File: src/rtl/tsw_pkg.sv
// Shared types and constants for the tone sample writer: envelope and
// handshake state encodings, sample width and pan codes.
package tsw_pkg;

  localparam int SAMPLE_W = 24;

  typedef enum logic [1:0] {
    ENV_IDLE    = 2'd0,
    ENV_ATTACK  = 2'd1,
    ENV_SUSTAIN = 2'd2,
    ENV_RELEASE = 2'd3
  } env_state_t;

  typedef enum logic [1:0] {
    HS_WAIT  = 2'd0,
    HS_WRITE = 2'd1,
    HS_HOLD  = 2'd2
  } hs_state_t;

  typedef enum logic [1:0] {
    PAN_CENTRE = 2'd0,
    PAN_LEFT   = 2'd1,
    PAN_RIGHT  = 2'd2,
    PAN_HALF   = 2'd3
  } pan_t;

  // A square-wave low phase is the negated magnitude, so the wave is symmetric about zero.
  function automatic logic [SAMPLE_W-1:0] apply_polarity(input logic [SAMPLE_W-1:0] mag,
                                                         input logic sq);
    return sq ? mag : -mag;
  endfunction

endpackage

File: src/rtl/tone_sample_writer_if.sv
// Codec-side sample bus: one-cycle write strobe with stereo data, gated by
// the codec's FIFO-space flag.
interface tone_sample_writer_if;
  import tsw_pkg::*;

  logic                write_ready;
  logic                write;
  logic [SAMPLE_W-1:0] writedata_left;
  logic [SAMPLE_W-1:0] writedata_right;

  modport master (
    input  write_ready,
    output write,
    output writedata_left,
    output writedata_right
  );

  modport slave (
    output write_ready,
    input  write,
    input  writedata_left,
    input  writedata_right
  );

endinterface

File: src/rtl/tsw_sync.sv
// Per-bit multi-stage synchroniser for asynchronous level inputs; all stages
// clear to 0 on reset.
module tsw_sync #(
  parameter int WIDTH  = 1,
  parameter int STAGES = 2
) (
  input  logic             clock,
  input  logic             resetn,
  input  logic [WIDTH-1:0] d,
  output logic [WIDTH-1:0] q
);

  logic [STAGES*WIDTH-1:0] chain_q;
  logic [STAGES*WIDTH-1:0] chain_d;

  // Newest sample enters at the bottom; the oldest stage is the synchronised output.
  always_comb begin
    chain_d = {chain_q[(STAGES-1)*WIDTH-1:0], d};
  end

  always_ff @(posedge clock or negedge resetn) begin
    if (!resetn) begin
      chain_q <= '0;
    end else begin
      chain_q <= chain_d;
    end
  end

  assign q = chain_q[STAGES*WIDTH-1 -: WIDTH];

endmodule

File: src/rtl/tone_sample_writer.sv
// Envelope-shaped square-wave sample source feeding the audio codec FIFO.
// Optional TSW_PAN_EN adds a pan[1:0] input for left/right/half-gain placement.
module tone_sample_writer
  import tsw_pkg::*;
#(
  parameter int AMP_W        = 16,
  parameter int ATTACK_STEP  = 64,
  parameter int RELEASE_STEP = 32,
  parameter int SYNC_STAGES  = 2
) (
  input  logic                       clock,
  input  logic                       resetn,
  input  logic                       enable,
  input  logic                       note_clock,
  input  logic                       note_active,
  input  logic [3:0]                 volume,
`ifdef TSW_PAN_EN
  input  logic [1:0]                 pan,
`endif
  tone_sample_writer_if.master       codec
);

  localparam logic [AMP_W-1:0] AMP_MAX     = {AMP_W{1'b1}};
  localparam logic [AMP_W:0]   ATTACK_INC  = (AMP_W+1)'(ATTACK_STEP);
  localparam logic [AMP_W-1:0] RELEASE_DEC = AMP_W'(RELEASE_STEP);
  localparam int               MAG_SHIFT   = SAMPLE_W - 1 - AMP_W;

  logic [1:0] sync_out;
  logic       sq;
  logic       act;

  tsw_sync #(
    .WIDTH  (2),
    .STAGES (SYNC_STAGES)
  ) u_sync (
    .clock  (clock),
    .resetn (resetn),
    .d      ({note_clock, note_active}),
    .q      (sync_out)
  );

  assign sq  = sync_out[1];
  assign act = sync_out[0];

  hs_state_t           hs_q, hs_d;
  env_state_t          env_q, env_d;
  logic [AMP_W-1:0]    amp_q, amp_d;
  logic                write_q, write_d;
  logic [SAMPLE_W-1:0] left_q, left_d;
  logic [SAMPLE_W-1:0] right_q, right_d;

  logic [4:0]          gain;
  logic [AMP_W+4:0]    product;
  logic [AMP_W-1:0]    scaled;
  logic [SAMPLE_W-1:0] mag;
  logic [SAMPLE_W-1:0] sample;
  logic [SAMPLE_W-1:0] left_s;
  logic [SAMPLE_W-1:0] right_s;
  logic [AMP_W:0]      attack_sum;

  // Gain is (volume+1)/16, so the product never exceeds AMP_W bits after the shift.
  always_comb begin
    gain    = {1'b0, volume} + 5'd1;
    product = (AMP_W+5)'(amp_q) * (AMP_W+5)'(gain);
    scaled  = AMP_W'(product >> 4);
    mag     = SAMPLE_W'(scaled) << MAG_SHIFT;
    sample  = apply_polarity(mag, sq);
  end

`ifdef TSW_PAN_EN
  always_comb begin
    left_s  = sample;
    right_s = sample;
    case (pan_t'(pan))
      PAN_LEFT:  right_s = '0;
      PAN_RIGHT: left_s  = '0;
      PAN_HALF: begin
        left_s  = SAMPLE_W'($signed(sample) >>> 1);
        right_s = SAMPLE_W'($signed(sample) >>> 1);
      end
      default: ;
    endcase
  end
`else
  always_comb begin
    left_s  = sample;
    right_s = sample;
  end
`endif

  // Sample is latched on entry to HS_WRITE; the envelope steps during HS_WRITE so the
  // new amplitude only affects the following sample. Disable forces everything quiet.
  always_comb begin
    hs_d       = hs_q;
    env_d      = env_q;
    amp_d      = amp_q;
    write_d    = 1'b0;
    left_d     = left_q;
    right_d    = right_q;
    attack_sum = {1'b0, amp_q} + ATTACK_INC;

    case (hs_q)
      HS_WAIT: begin
        if (enable && codec.write_ready) begin
          hs_d    = HS_WRITE;
          write_d = 1'b1;
          left_d  = left_s;
          right_d = right_s;
        end
      end
      HS_WRITE: begin
        hs_d = HS_HOLD;
        case (env_q)
          ENV_IDLE: begin
            amp_d = '0;
            if (act) env_d = ENV_ATTACK;
          end
          ENV_ATTACK: begin
            if (!act) begin
              env_d = ENV_RELEASE;
            end else if (attack_sum >= {1'b0, AMP_MAX}) begin
              amp_d = AMP_MAX;
              env_d = ENV_SUSTAIN;
            end else begin
              amp_d = attack_sum[AMP_W-1:0];
            end
          end
          ENV_SUSTAIN: begin
            if (!act) env_d = ENV_RELEASE;
          end
          ENV_RELEASE: begin
            if (act) begin
              env_d = ENV_ATTACK;
            end else if (amp_q <= RELEASE_DEC) begin
              amp_d = '0;
              env_d = ENV_IDLE;
            end else begin
              amp_d = amp_q - RELEASE_DEC;
            end
          end
          default: env_d = ENV_IDLE;
        endcase
      end
      HS_HOLD: hs_d = HS_WAIT;
      default: hs_d = HS_WAIT;
    endcase

    if (!enable) begin
      hs_d    = HS_WAIT;
      env_d   = ENV_IDLE;
      amp_d   = '0;
      write_d = 1'b0;
      left_d  = '0;
      right_d = '0;
    end
  end

  always_ff @(posedge clock or negedge resetn) begin
    if (!resetn) begin
      hs_q    <= HS_WAIT;
      env_q   <= ENV_IDLE;
      amp_q   <= '0;
      write_q <= 1'b0;
      left_q  <= '0;
      right_q <= '0;
    end else begin
      hs_q    <= hs_d;
      env_q   <= env_d;
      amp_q   <= amp_d;
      write_q <= write_d;
      left_q  <= left_d;
      right_q <= right_d;
    end
  end

  assign codec.write           = write_q;
  assign codec.writedata_left  = left_q;
  assign codec.writedata_right = right_q;

endmodule
File: src/flat_wrapper.sv
// flat-port wrapper written by rule: the top's interface ports become plain ports
module tone_sample_writer_flat import tsw_pkg::*;
#(
  parameter int AMP_W        = 16,
  parameter int ATTACK_STEP  = 64,
  parameter int RELEASE_STEP = 32,
  parameter int SYNC_STAGES  = 2
)
  (clock, resetn, enable, note_clock, note_active, volume, codec_write_ready, codec_write, codec_writedata_left, codec_writedata_right);
  tone_sample_writer_if codec_i ();
  input  logic clock;
  input  logic resetn;
  input  logic enable;
  input  logic note_clock;
  input  logic note_active;
  input  logic [3:0] volume;
  input wire logic [$bits(codec_i.write_ready)-1:0] codec_write_ready;
  output wire logic [$bits(codec_i.write)-1:0] codec_write;
  output wire logic [$bits(codec_i.writedata_left)-1:0] codec_writedata_left;
  output wire logic [$bits(codec_i.writedata_right)-1:0] codec_writedata_right;
  assign codec_i.write_ready = codec_write_ready;
  assign codec_write = codec_i.write;
  assign codec_writedata_left = codec_i.writedata_left;
  assign codec_writedata_right = codec_i.writedata_right;
  tone_sample_writer #(.AMP_W(AMP_W), .ATTACK_STEP(ATTACK_STEP), .RELEASE_STEP(RELEASE_STEP), .SYNC_STAGES(SYNC_STAGES)) u_core (.clock(clock), .resetn(resetn), .enable(enable), .note_clock(note_clock), .note_active(note_active), .volume(volume), .codec(codec_i));
endmodule
File: config.mk
export PLATFORM = sky130hd
export DESIGN_NAME = tone_sample_writer_flat
export DESIGN_NICKNAME = d
export VERILOG_FILES = /design/src/rtl/tsw_pkg.sv /design/src/rtl/tone_sample_writer_if.sv /design/src/rtl/tsw_sync.sv /design/src/rtl/tone_sample_writer.sv /design/src/flat_wrapper.sv
export SDC_FILE = /design/constraint.sdc
export NUM_CORES = 1
export LEC_CHECK = 0
export BUFFER_PORTS_ARGS = -buffer_cell sky130_fd_sc_hd__buf_4
export CORE_MARGIN = 4
export CORE_UTILIZATION = 35
export DETAILED_ROUTE_END_ITERATION = 6
export GPL_TIMING_DRIVEN = 0
export PLACE_DENSITY = 0.63
export SYNTH_ARGS = -nofsm -noshare
export SYNTH_HDL_FRONTEND = slang
export SYNTH_SLANG_ARGS = --single-unit
File: constraint.sdc
create_clock -name clock -period 6.11 [get_ports clock]
set_input_delay 0.9165 -clock clock [delete_from_list [all_inputs] [get_ports clock]]
set_output_delay 0.9165 -clock clock [all_outputs]
set_load 0.1 [all_outputs]
==> reports/results.md, run 1 <==
| Step | Parameter | Value |
|---|---|---|
| run status | Status | finished clean |
| critical path | Kind of cell adding the most delay to the critical path | adder cells |
| route | Avg Vias per Cell | 5.10 |
| power and ir drop | Worst voltage drop across the vdd grid | 0.0000794 V |
| yosys | Count of flip-flops with a built-in enable after synthesis | 0 |
| die | Initial core utilization | 0.363 |
| sta | Setup-failing EPs final | 0 |
| die | Boundary Pins | 59 |
| route | Number of nets with antenna violations after detailed routing | 0 |
| sta | Max transition margin | 0.577 |
| yosys | Distinct cell type count of the synthesized netlist | 77 |
| power and ir drop | Internal | 0.509 mW |
| clock network | CTS Hold Buffers Added | 0 |
| critical path | List of cells traversed by the critical path | buf_4 -> ha_4 -> and3_2 -> clkbuf_4 -> and2_1 -> fa_1 -> fa_1 -> inv_1 -> fa_1 -> inv_1 -> ha_1 -> clkbuf_4 -> and3_1 -> buf_2 -> a311o_1 -> o22a_1 -> a31oi_4 -> xor2_2 -> nand3_2 -> or4_1 -> a22o_1 |
| clock network | Num CTS Buffers | 5 |
| power and ir drop | Logic pwr share | 0.313 |
| critical path | Worst path required time | 6.29 ns |
| yosys | Instance count of the mapped netlist | 669 |
| route | Detailed-route wire length | 12800 um |
| critical path | Delay of the slowest cell on the worst path | 0.56 ns |
| critical path | Arrival time at the worst endpoint | 6.16 ns |
| min path | Worst hold path type | reg2reg |
| layout | Share of layout cells above drive strength 1 | 0.192 |
| critical path | Number of buffers and inverters on the critical path | 6 |
| power and ir drop | Pwr per Cell Area | 125 nW/um2 |
| sta | Setup repair after global routing missed its margin | yes |
| power and ir drop | Clk pwr share | 0.355 |
| yosys | Mean cell area of the mapped netlist | 8.01 um2 |
| global route | Maximum number of pins on one net before global-route repair | 39 |
| layout | Core Util, Final | 0.433 |
| clock network | Clock-pin slew on the worst setup and hold paths | 0.06 ns |
| route | Per-cell routed wire length | 13.9 um |
| global route | GRT Util Overall | 0.143 |
| place | Post-detailed-placement half-perimeter wirelength | 9990 um |
| clock network | Max Buffers Root-to-Sink | 2 |
| place | Standard cell area after detailed placement | 5970 um2 |
| flow run | Number of max-cap violations | 0 |
| power and ir drop | Switching power share of the total | 0.363 |
| yosys | Top cells by area in the synthesized netlist | sky130_fd_sc_hd__dfrtp_1, sky130_fd_sc_hd__fa_1, sky130_fd_sc_hd__ha_1 |
| yosys | Portion of synthesized cell area occupied by the leading cell type | 0.177 |
| die | Die area | 17400 um2 |
| layout | Filler cell count | 1499 |
| yosys | Leading register cell type out of synthesis | sky130_fd_sc_hd__dfrtp_1 |
| die | Horizontal extent of the die | 132 um |
| die | Standard cell core area | 14800 um2 |
| critical path | Slowest stage cell on the critical path | sky130_fd_sc_hd__or4_1 |
| critical path | Kind of critical path | in2reg |
| global route | First-pass GRT wire length | 21300 um |
| layout | Commonest non-fill, non-tap cell in the layout | sky130_fd_sc_hd__buf_4 |
| route | Iteration-0 DRC count of the detailed router | 310 |
| sta | Total Neg Setup Slack | 0 ns |
| layout | Net count, final | 819 |
| power and ir drop | Switching Power | 0.290 mW |
| clock network | H-tree lvl count | 2 |
| die | Die Y-Extent | 132 um |
| sta | Actual transition at the worst max-transition pin | 0.631 ns |
| sta | Minimum clock period after layout | 5.99 ns |
| sta | Period utilisation layout | 0.980 |
| critical path | Critical path startpoint category | primary input |
| sta | Final number of max-transition violations | 0 |
| sta | Final Hold Violating Endpoints | 0 |
| place | Final weighted congestion in routability-driven placement | 0.865 |
| critical path | Setup crit end kind | flip-flop |
| critical path | Largest fanout on the critical path | 10 |
| clock network | Source-to-sink clock delay at the later pin of the worst-skew pair | 0.29 ns |
| clock network | Clock Sinks | 38 |
| global route | Via count of the first global-routing pass | 4521 |
| die | Cell Rows | 44 |
| place | Count of input and output buffers | 42 |
| yosys | Number of register bits inferred by synthesis | 38 |
| power and ir drop | Fraction of power consumed by sequential logic | 0.332 |
| route | DR DRC count | 0 |
| layout | Synthesis-to-layout area growth | 19.3% |
| sta | Post-Route Skew | 0.00490 ns |
| layout | Antenna diode count | 0 |
| layout | Commonest cells after routing, fill and taps aside | sky130_fd_sc_hd__buf_4, sky130_fd_sc_hd__nand2_1, sky130_fd_sc_hd__inv_1 |
| global route | Antenna violations before repair | 0 |
| yosys | Warnings from Yosys | 0 |
| clock network | Clock root buffer master | sky130_fd_sc_hd__clkbuf_16 |
| sta | Peak Freq | 167 MHz |
| yosys | Area leader, netlist | sky130_fd_sc_hd__dfrtp_1 |
| critical path | Most common cell on crit path | sky130_fd_sc_hd__fa_1 |
| route | Number of detailed-routing iterations run before antenna repair | 4 |
| yosys | Async set-reset flop share out of synthesis | 1.00 |
| clock network | Clock tree from TritonCTS | built |
| yosys | Share of synthesized area occupied by flip-flops and latches | 0.177 |
| yosys | Netlist area before placement | 5360 um2 |
| route | DR vias | 4693 |
| power and ir drop | Static Leak | 3.19 nW |
| global route | Overflow left after global routing | 0 |
| layout | Post-route cell area | 6390 um2 |
-- cells by family after synthesis --
group | synth area share
AOI/OAI and AO/OA | 0.194
xor gates and xnor gates | 0.0523
adders and majority gates | 0.220
buffers and inverters | 0.115
DFF | 0.177
muxes | 0.00770
other | 0.000700
and+or+nand+nor | 0.233
-- synthesized netlist by cell type (5+ instances only) --
cell                       instances
sky130_fd_sc_hd__nor3_1           17
sky130_fd_sc_hd__nand4_1           7
sky130_fd_sc_hd__nand2b_1          7
sky130_fd_sc_hd__dfrtp_1          38
sky130_fd_sc_hd__a21oi_1          36
sky130_fd_sc_hd__xor2_1           12
sky130_fd_sc_hd__and2_1           36
sky130_fd_sc_hd__or4_1             5
sky130_fd_sc_hd__nor2b_1           7
sky130_fd_sc_hd__o21a_1            6
sky130_fd_sc_hd__ha_1             40
sky130_fd_sc_hd__buf_2             5
sky130_fd_sc_hd__a211o_1           5
sky130_fd_sc_hd__inv_1            61
sky130_fd_sc_hd__nand2_1          73
sky130_fd_sc_hd__a31oi_1           5
sky130_fd_sc_hd__clkbuf_1         32
sky130_fd_sc_hd__and3_1           18
sky130_fd_sc_hd__fa_1             34
sky130_fd_sc_hd__nand3_1          16
sky130_fd_sc_hd__buf_4            31
sky130_fd_sc_hd__nor2_1           28
sky130_fd_sc_hd__a211oi_1          7
sky130_fd_sc_hd__o21ai_0          33
sky130_fd_sc_hd__xnor2_1          20
-- worst paths after layout --
path | from | endpoint | slack (ns) | cells after the start
hold reg to reg | u_core.u_sync.chain_q[0]$_DFF_PN0_ | u_core.u_sync.chain_q[2]$_DFF_PN0_ | 0.35 | 0
max in group asynchronous | resetn | u_core.amp_q[6]$_DFFE_PN0P_ | 5.13 | 1
setup reg to reg | u_core.amp_q[3]$_DFFE_PN0P_ | u_core.codec.writedata_left[23]$_DFFE_PN0P_ | 0.60 | 18
setup / recovery | volume[0] | u_core.codec.writedata_left[23]$_DFFE_PN0P_ | 0.12 | 21
min in group asynchronous | resetn | u_core.codec.writedata_left[11]$_DFFE_PN0P_ | 0.61 | 1
hold / removal | u_core.u_sync.chain_q[0]$_DFF_PN0_ | u_core.u_sync.chain_q[2]$_DFF_PN0_ | 0.35 | 0
-- state kept, by name (all words and copies together) (netlist names) --
register and cells:
u_core.hs_q 2, u_core.amp_q 12, u_core.env_q 2, u_core.u_sync.chain_q 4
u_core.codec.write 1, u_core.codec.writedata_left 17
-- stage by stage --
step           worst slack [ns]  hold slack, ns  std cells  power, mW
2_1_floorplan            0.0574           0.331        682      0.463
3_3_place_gp             -0.723           0.333        908      0.511
6_report                  0.124           0.352        920      0.799
5_1_grt                 -0.0876           0.361        920      0.835
4_1_cts                -0.00190           0.354        918      0.803
3_5_place_dp             -0.765           0.341        908      0.512
-- area by class of cell --
class | instances | area, um2 | area share
inverter | 62 | 233 | 0.0364
timing repair buffer | 48 | 360 | 0.0564
clock buffer | 8 | 166 | 0.0260
tap | 184 | 230 | 0.0360
multi-input combinational | 513 | 4060 | 0.636
sequential | 38 | 951 | 0.149
buffer | 67 | 388 | 0.0607
-- power groups by stage --
stage	clock (mW)	combinational (mW)	sequential (mW)
detailed placement	0	0.242	0.270
global placement	0	0.241	0.269
floorplan	0	0.158	0.305
CTS	0.293	0.246	0.265
global route	0.303	0.267	0.266
finish	0.284	0.250	0.265
-- routing by layer --
layer / part of all wire / wire length, um / vias to the layer above / global-route usage
met5: 0 / 0 / - / 0
met4: 0.0097 / 125 / 0 / 0.0350
met3: 0.033 / 423 / 10 / 0.0260
met2: 0.49 / 6270 / 71 / 0.253
met1: 0.47 / 6000 / 2217 / 0.181
li1: - / - / 2395 / -
-- what timing repair did --
item | in CTS | in global routing
gates resized for setup | 16 | 35
endpoints found under the setup margin | 8 | 9
buffers inserted | 3 | 3
pin swaps | 3 | 8
Power figures use the tool's default switching activity.
==> run 2: changes to the inputs <==
--- a/config.mk
+++ b/config.mk
@@ -7,10 +7,10 @@
 export LEC_CHECK = 0
 export BUFFER_PORTS_ARGS = -buffer_cell sky130_fd_sc_hd__buf_4
 export CORE_MARGIN = 4
-export CORE_UTILIZATION = 35
+export CORE_UTILIZATION = 60
 export DETAILED_ROUTE_END_ITERATION = 6
 export GPL_TIMING_DRIVEN = 0
-export PLACE_DENSITY = 0.63
+export PLACE_DENSITY = 0.92
 export SYNTH_ARGS = -nofsm -noshare
 export SYNTH_HDL_FRONTEND = slang
 export SYNTH_SLANG_ARGS = --single-unit
==> run 2 against run 1 <==
Against the previous run:
- via count up 8.2%
- clock power down 22%
- count of clock-buffer cells in the layout decreased by 3
- maximum frequency decreased by 0.27%
- largest power group is now sequential cells
- largest cell class unchanged
- combinational power rose by 2%
- non-clock buffer count did not move
- critical endpoint unchanged
- critical path type unchanged
- design area shrank 2.8%
==> reports/results.md, run 2 (same netlist as run 1, synthesis figures left out) <==
| Step | Parameter | Value |
|---|---|---|
| min path | Worst hold path type | reg2reg |
| sta | Peak Freq | 167 MHz |
| global route | GRT Util Overall | 0.247 |
| layout | Flip-flop count of the largest register, all copies and words added | 17 |
| clock network | Clock tree from TritonCTS | built |
| die | Initial core utilization | 0.615 |
| place | Post-detailed-placement half-perimeter wirelength | 9910 um |
| clock network | Max Buffers Root-to-Sink | 2 |
| layout | Filler cell count | 646 |
| layout | Count of non-filler cells in the finished layout | 844 |
| flow run | Number of max-cap violations | 0 |
| sta | Actual transition at the worst max-transition pin | 0.640 ns |
| critical path | Kind of critical path | in2reg |
| sta | Post-Route Skew | 0.00775 ns |
| global route | Overflow left after global routing | 0 |
| sta | Final number of max-transition violations | 0 |
| layout | Synthesis-to-layout area growth | 15.9% |
| die | Die Y-Extent | 103 um |
| critical path | Arrival time at the worst endpoint | 6.20 ns |
| place | Cell total after placement | 832 |
| layout | Commonest cells after routing, fill and taps aside | sky130_fd_sc_hd__buf_4, sky130_fd_sc_hd__nand2_1, sky130_fd_sc_hd__inv_1 |
| route | DR vias | 5076 |
| global route | Antenna violations before repair | 0 |
| die | Cell Rows | 34 |
| route | Per-cell routed wire length | 15.8 um |
| layout | Share of layout cells above drive strength 1 | 0.186 |
| layout | Commonest non-fill, non-tap cell in the layout | sky130_fd_sc_hd__buf_4 |
| sta | Final hold slack | 0.356 ns |
| critical path | Worst path required time | 6.31 ns |
| critical path | Critical path startpoint category | primary input |
| clock network | H-tree lvl count | 2 |
| sta | Final Hold Violating Endpoints | 0 |
| clock network | Num CTS Buffers | 5 |
| route | Detailed-route wire length | 13300 um |
| die | Boundary Pins | 59 |
| min path | Depth of the worst hold-timing path | 0 |
| global route | Via count of the first global-routing pass | 4814 |
| power and ir drop | Static Leak | 3.16 nW |
| route | DR DRC count | 0 |
| power and ir drop | Pwr per Cell Area | 119 nW/um2 |
| route | Number of detailed-routing iterations run before antenna repair | 7 |
| layout | Core Util, Final | 0.712 |
| place | Final weighted congestion in routability-driven placement | 1.01 |
| sta | Max transition margin | 0.570 |
| critical path | Largest fanout on the critical path | 7 |
| sta | Setup-failing EPs final | 0 |
| sta | Period utilisation layout | 0.982 |
| run status | Status | finished clean |
| die | Standard cell core area | 8720 um2 |
| route | Iteration-0 DRC count of the detailed router | 341 |
| layout | Multi-input gate area in the final layout | 4030 um2 |
| die | Die area | 10500 um2 |
| clock network | Clock Sinks | 38 |
| global route | First-pass GRT wire length | 21500 um |
| route | Number of nets with antenna violations after detailed routing | 0 |
| power and ir drop | Worst voltage drop across the vdd grid | 0.0000865 V |
| clock network | Clock-pin slew on the worst setup and hold paths | 0.09 ns |
| global route | Maximum number of pins on one net before global-route repair | 39 |
| clock network | Clock root buffer master | sky130_fd_sc_hd__clkbuf_8 |
| clock network | Source-to-sink clock delay at the later pin of the worst-skew pair | 0.30 ns |
| layout | Antenna diode count | 0 |
| critical path | Setup crit end kind | flip-flop |
| critical path | Depth of the worst register-to-register path | 18 |
| layout | FF/Latch Area | 951 um2 |
| sta | Total Neg Setup Slack | 0 ns |
| sta | Minimum clock period after layout | 6.00 ns |
| clock network | CTS Hold Buffers Added | 0 |
| route | Avg Vias per Cell | 6.01 |
| layout | Net count, final | 819 |
| die | Horizontal extent of the die | 103 um |
| place | Count of input and output buffers | 42 |
run 2: cell types whose count changed in the layout (fill, tap and decap cells not counted), sizes merged:
cell      change
clkbuf        -6
buf           +3
clkinvlp      +2
bufinv        +1
run 2: power breakdown:
group          switching, mW  total (mW)  internal (mW)
Combinational          0.189       0.255         0.0662
Sequential           0.00563       0.265          0.259
Clock                  0.101       0.222          0.122
Total                  0.295       0.742          0.447
run 2: cell type report:
type / count / share of cell area
well taps: 108 / 0.0218
flip-flops and latches: 38 / 0.153
multi-input cells: 513 / 0.648
repair buffers: 49 / 0.0592
clock buffers: 5 / 0.0111
plain buffers: 66 / 0.0622
clock inverters: 3 / 0.00725
inverters: 62 / 0.0375
run 2: timing repair:
action,in CTS,in global routing
hold endpoints to repair,0,0
resized for setup,11,34
setup buffers,2,5
pin swaps,2,9
endpoints found under the setup margin,6,12
run 2: final timing paths:
path                                                          from                                           to  slack [ns]
worst max-delay path                                     volume[0]  u_core.codec.writedata_left[23]$_DFFE_PN0P_        0.11
min in group asynchronous                                   resetn  u_core.codec.writedata_left[16]$_DFFE_PN0P_        0.59
worst min-delay path            u_core.u_sync.chain_q[1]$_DFF_PN0_           u_core.u_sync.chain_q[3]$_DFF_PN0_        0.36
worst min register to register  u_core.u_sync.chain_q[1]$_DFF_PN0_           u_core.u_sync.chain_q[3]$_DFF_PN0_        0.36
worst max register to register         u_core.amp_q[3]$_DFFE_PN0P_  u_core.codec.writedata_left[23]$_DFFE_PN0P_        0.65
max in group asynchronous                                   resetn                 u_core.amp_q[14]$_DFFE_PN0P_        5.18
run 2: per-stage QoR:
stage / setup slack (ns) / instance area (um2) / power (mW)
floorplan: 0.0574 / 5420 / 0.463
global placement: -0.526 / 5870 / 0.505
detailed placement: -0.729 / 5870 / 0.511
CTS: -0.0317 / 6050 / 0.735
global route: -0.130 / 6210 / 0.771
finish: 0.108 / 6210 / 0.742
run 2: worst max-delay path: stages:
cell,delay [ns]
sky130_fd_sc_hd__buf_4,0.14
sky130_fd_sc_hd__ha_4,0.19
sky130_fd_sc_hd__and3_2,0.23
sky130_fd_sc_hd__nand2b_1,0.19
sky130_fd_sc_hd__xnor2_2,0.16
sky130_fd_sc_hd__xnor2_1,0.20
sky130_fd_sc_hd__nand2_2,0.13
sky130_fd_sc_hd__fa_1,0.50
sky130_fd_sc_hd__fa_1,0.56
sky130_fd_sc_hd__inv_1,0.04
sky130_fd_sc_hd__ha_1,0.35
sky130_fd_sc_hd__and4b_1,0.24
sky130_fd_sc_hd__a21o_2,0.30
sky130_fd_sc_hd__xnor2_2,0.17
sky130_fd_sc_hd__ha_2,0.23
sky130_fd_sc_hd__nand4b_1,0.11
sky130_fd_sc_hd__a211oi_1,0.32
sky130_fd_sc_hd__a211oi_1,0.15
sky130_fd_sc_hd__nor2_2,0.26
sky130_fd_sc_hd__nand2_2,0.10
sky130_fd_sc_hd__or4_1,0.51
sky130_fd_sc_hd__a22o_1,0.21
run 2: metal layers:
metal | global-route usage | share of wire | up-vias
met5 | 0 | 0 | -
met2 | 0.462 | 0.52 | 267
li1 | - | - | 2400
met3 | 0.0298 | 0.074 | 47
met4 | 0.0666 | 0.023 | 0
met1 | 0.300 | 0.38 | 2362
==> run 3: changes to the inputs <==
--- a/config.mk
+++ b/config.mk
@@ -6,11 +6,13 @@
 export NUM_CORES = 1
 export LEC_CHECK = 0
 export BUFFER_PORTS_ARGS = -buffer_cell sky130_fd_sc_hd__buf_4
+export CELL_PAD_IN_SITES_DETAIL_PLACEMENT = 0
+export CELL_PAD_IN_SITES_GLOBAL_PLACEMENT = 1
 export CORE_MARGIN = 4
-export CORE_UTILIZATION = 60
+export CORE_UTILIZATION = 45
 export DETAILED_ROUTE_END_ITERATION = 6
 export GPL_TIMING_DRIVEN = 0
-export PLACE_DENSITY = 0.92
+export PLACE_DENSITY = 0.93
 export SYNTH_ARGS = -nofsm -noshare
 export SYNTH_HDL_FRONTEND = slang
 export SYNTH_SLANG_ARGS = --single-unit
==> run 3 against run 2 <==
Against the previous run:
- register-to-register slack is essentially flat
- count of clock-buffer cells in the layout grew 1
- clock power grew 22%
- sequential share of layout area shrank 0.14 points
- core utilization shrank 17 points
- global-route usage shrank 5.2 points
- largest cell class unchanged
==> reports/results.md, run 3 (same netlist as run 1, synthesis figures left out) <==
| Step | Parameter | Value |
|---|---|---|
| run status | Status | finished clean |
| clock network | Max Buffers Root-to-Sink | 2 |
| clock network | Clock tree from TritonCTS | built |
| layout | Filler cell count | 1076 |
| power and ir drop | Worst voltage drop across the vdd grid | 0.000121 V |
| critical path | Worst setup path start | volume[0] |
| critical path | Worst path required time | 6.28 ns |
| place | Post-detailed-placement half-perimeter wirelength | 10300 um |
| sta | Final number of max-transition violations | 0 |
| global route | First-pass GRT wire length | 21900 um |
| layout | Commonest cells after routing, fill and taps aside | sky130_fd_sc_hd__buf_4, sky130_fd_sc_hd__nand2_1, sky130_fd_sc_hd__inv_1 |
| clock network | Num CTS Buffers | 5 |
| sta | Final hold slack | 0.350 ns |
| clock network | H-tree lvl count | 2 |
| clock network | Source-to-sink clock delay at the later pin of the worst-skew pair | 0.28 ns |
| route | Detailed-route wire length | 13200 um |
| route | Avg Vias per Cell | 5.49 |
| critical path | Origin of the critical flop-to-flop path | u_core.amp_q[3]$_DFFE_PN0P_ |
| sta | Final Hold Violating Endpoints | 0 |
| layout | Flip-flop count of the largest register, all copies and words added | 17 |
| global route | Via count of the first global-routing pass | 4756 |
| min path | Worst hold path type | reg2reg |
| layout | Net count, final | 817 |
| global route | Maximum number of pins on one net before global-route repair | 39 |
| place | Count of input and output buffers | 42 |
| route | Per-cell routed wire length | 15.1 um |
| die | Standard cell core area | 11500 um2 |
| critical path | Arrival time at the worst endpoint | 6.11 ns |
| route | DR vias | 4812 |
| clock network | Clock Sinks | 38 |
| route | Number of nets with antenna violations after detailed routing | 0 |
| sta | Peak Freq | 168 MHz |
| layout | FF/Latch Area | 951 um2 |
| die | Die Y-Extent | 117 um |
| power and ir drop | Static Leak | 3.16 nW |
| die | Initial core utilization | 0.465 |
| route | Iteration-0 DRC count of the detailed router | 263 |
| sta | Total Neg Setup Slack | 0 ns |
| global route | Overflow left after global routing | 0 |
| die | Cell Rows | 39 |
| global route | Antenna violations before repair | 0 |
| route | Number of detailed-routing iterations run before antenna repair | 4 |
| sta | Setup-failing EPs final | 0 |
| die | Horizontal extent of the die | 117 um |
| critical path | Largest fanout on the critical path | 10 |
| sta | Post-Route Skew | 0.00803 ns |
| sta | Actual transition at the worst max-transition pin | 0.623 ns |
| route | DR DRC count | 0 |
| min path | Hold_sp | u_core.u_sync.chain_q[0]$_DFF_PN0_ |
| layout | Multi-input gate area in the final layout | 4020 um2 |
| sta | Period utilisation layout | 0.973 |
| clock network | Clock root buffer master | sky130_fd_sc_hd__clkbuf_16 |
| global route | GRT Util Overall | 0.195 |
| die | Boundary Pins | 59 |
| layout | Antenna diode count | 0 |
| layout | Commonest non-fill, non-tap cell in the layout | sky130_fd_sc_hd__buf_4 |
| critical path | Kind of critical path | in2reg |
| sta | Max transition margin | 0.583 |
| place | Final weighted congestion in routability-driven placement | 0.876 |
| power and ir drop | Pwr per Cell Area | 125 nW/um2 |
| flow run | Number of max-cap violations | 0 |
| die | Die area | 13700 um2 |
| layout | Share of layout cells above drive strength 1 | 0.180 |
| clock network | Clock-pin slew on the worst setup and hold paths | 0.06 ns |
| critical path | Setup crit end kind | flip-flop |
| power and ir drop | Post-layout total power | 0.784 mW |
| layout | Synthesis-to-layout area growth | 17.0% |
| critical path | Critical path startpoint category | primary input |
| sta | Minimum clock period after layout | 5.94 ns |
[run 3: changes by cell type in the layout (fill, tap and decap cells not counted), moves of 2 or more]
cell                        previous run  this run
sky130_fd_sc_hd__clkbuf_8              5         1
sky130_fd_sc_hd__xnor2_2               3         1
sky130_fd_sc_hd__buf_4                82        79
sky130_fd_sc_hd__xnor2_1              16        18
sky130_fd_sc_hd__clkbuf_16             0         5
sky130_fd_sc_hd__clkbuf_2              2         4
[run 3: through the flow]
step                      area [um2]  setup WS (ns)  cells   util
after global placement          5920         -0.630    867  0.514
after global routing            6270       -0.00792    877  0.545
after CTS                       6170         0.0818    876  0.536
final                           6270          0.167    877  0.545
after detailed placement        5920         -0.801    867  0.514
after floorplan                 5420         0.0574    682      -
[run 3: cell type report]
class,instances,share of cell area
buffer,67,0.0626
clock buffer,6,0.0221
clock inverter,2,0.00200
inverter,62,0.0371
multi-input combinational,513,0.641
sequential,38,0.152
tap,143,0.0285
timing repair buffer,46,0.0551
[run 3: path summary, 6_finish.rpt]
check,depth (start not counted),slack [ns],endpoint
min reg2reg,0,0.35,u_core.u_sync.chain_q[2]$_DFF_PN0_
min in group asynchronous,1,0.61,u_core.codec.writedata_left[11]$_DFFE_PN0P_
min,0,0.35,u_core.u_sync.chain_q[2]$_DFF_PN0_
max in group asynchronous,1,5.14,u_core.amp_q[10]$_DFFE_PN0P_
max,21,0.17,u_core.codec.writedata_left[23]$_DFFE_PN0P_
max reg2reg,18,0.66,u_core.codec.writedata_left[23]$_DFFE_PN0P_
[run 3: power by group]
| part | total (mW) | internal, mW | switching, mW |
|---|---|---|---|
| sequential | 0.265 | 0.259 | 0.00529 |
| combinational | 0.250 | 0.0636 | 0.186 |
| clock | 0.270 | 0.162 | 0.108 |
[run 3: repair_timing]
item	CTS	global route
buffers inserted	2	2
hold buffers	0	0
resized for setup	21	24
endpoints found under the setup margin	8	8
pin swaps	4	7
[run 3: routing by layer]
| layer | up-vias | global-route usage | routed length (um) |
|---|---|---|---|
| met5 | - | 0 | 0 |
| met4 | 0 | 0.0657 | 323 |
| met3 | 29 | 0.0226 | 475 |
| met2 | 124 | 0.352 | 6680 |
| met1 | 2270 | 0.242 | 5730 |
| li1 | 2389 | - | - |
[run 3: critical path, stage by stage]
cell	delay, ns
sky130_fd_sc_hd__buf_4	0.14
sky130_fd_sc_hd__ha_4	0.19
sky130_fd_sc_hd__xor2_2	0.20
sky130_fd_sc_hd__buf_6	0.16
sky130_fd_sc_hd__and2_1	0.17
sky130_fd_sc_hd__fa_1	0.52
sky130_fd_sc_hd__fa_1	0.56
sky130_fd_sc_hd__inv_1	0.06
sky130_fd_sc_hd__fa_1	0.52
sky130_fd_sc_hd__inv_1	0.04
sky130_fd_sc_hd__ha_1	0.28
sky130_fd_sc_hd__buf_4	0.17
sky130_fd_sc_hd__and3_1	0.16
sky130_fd_sc_hd__buf_2	0.16
sky130_fd_sc_hd__a311o_1	0.32
sky130_fd_sc_hd__o22a_1	0.19
sky130_fd_sc_hd__a31oi_1	0.18
sky130_fd_sc_hd__xor2_1	0.26
sky130_fd_sc_hd__nand3_2	0.15
sky130_fd_sc_hd__or4_1	0.54
sky130_fd_sc_hd__a22o_1	0.21
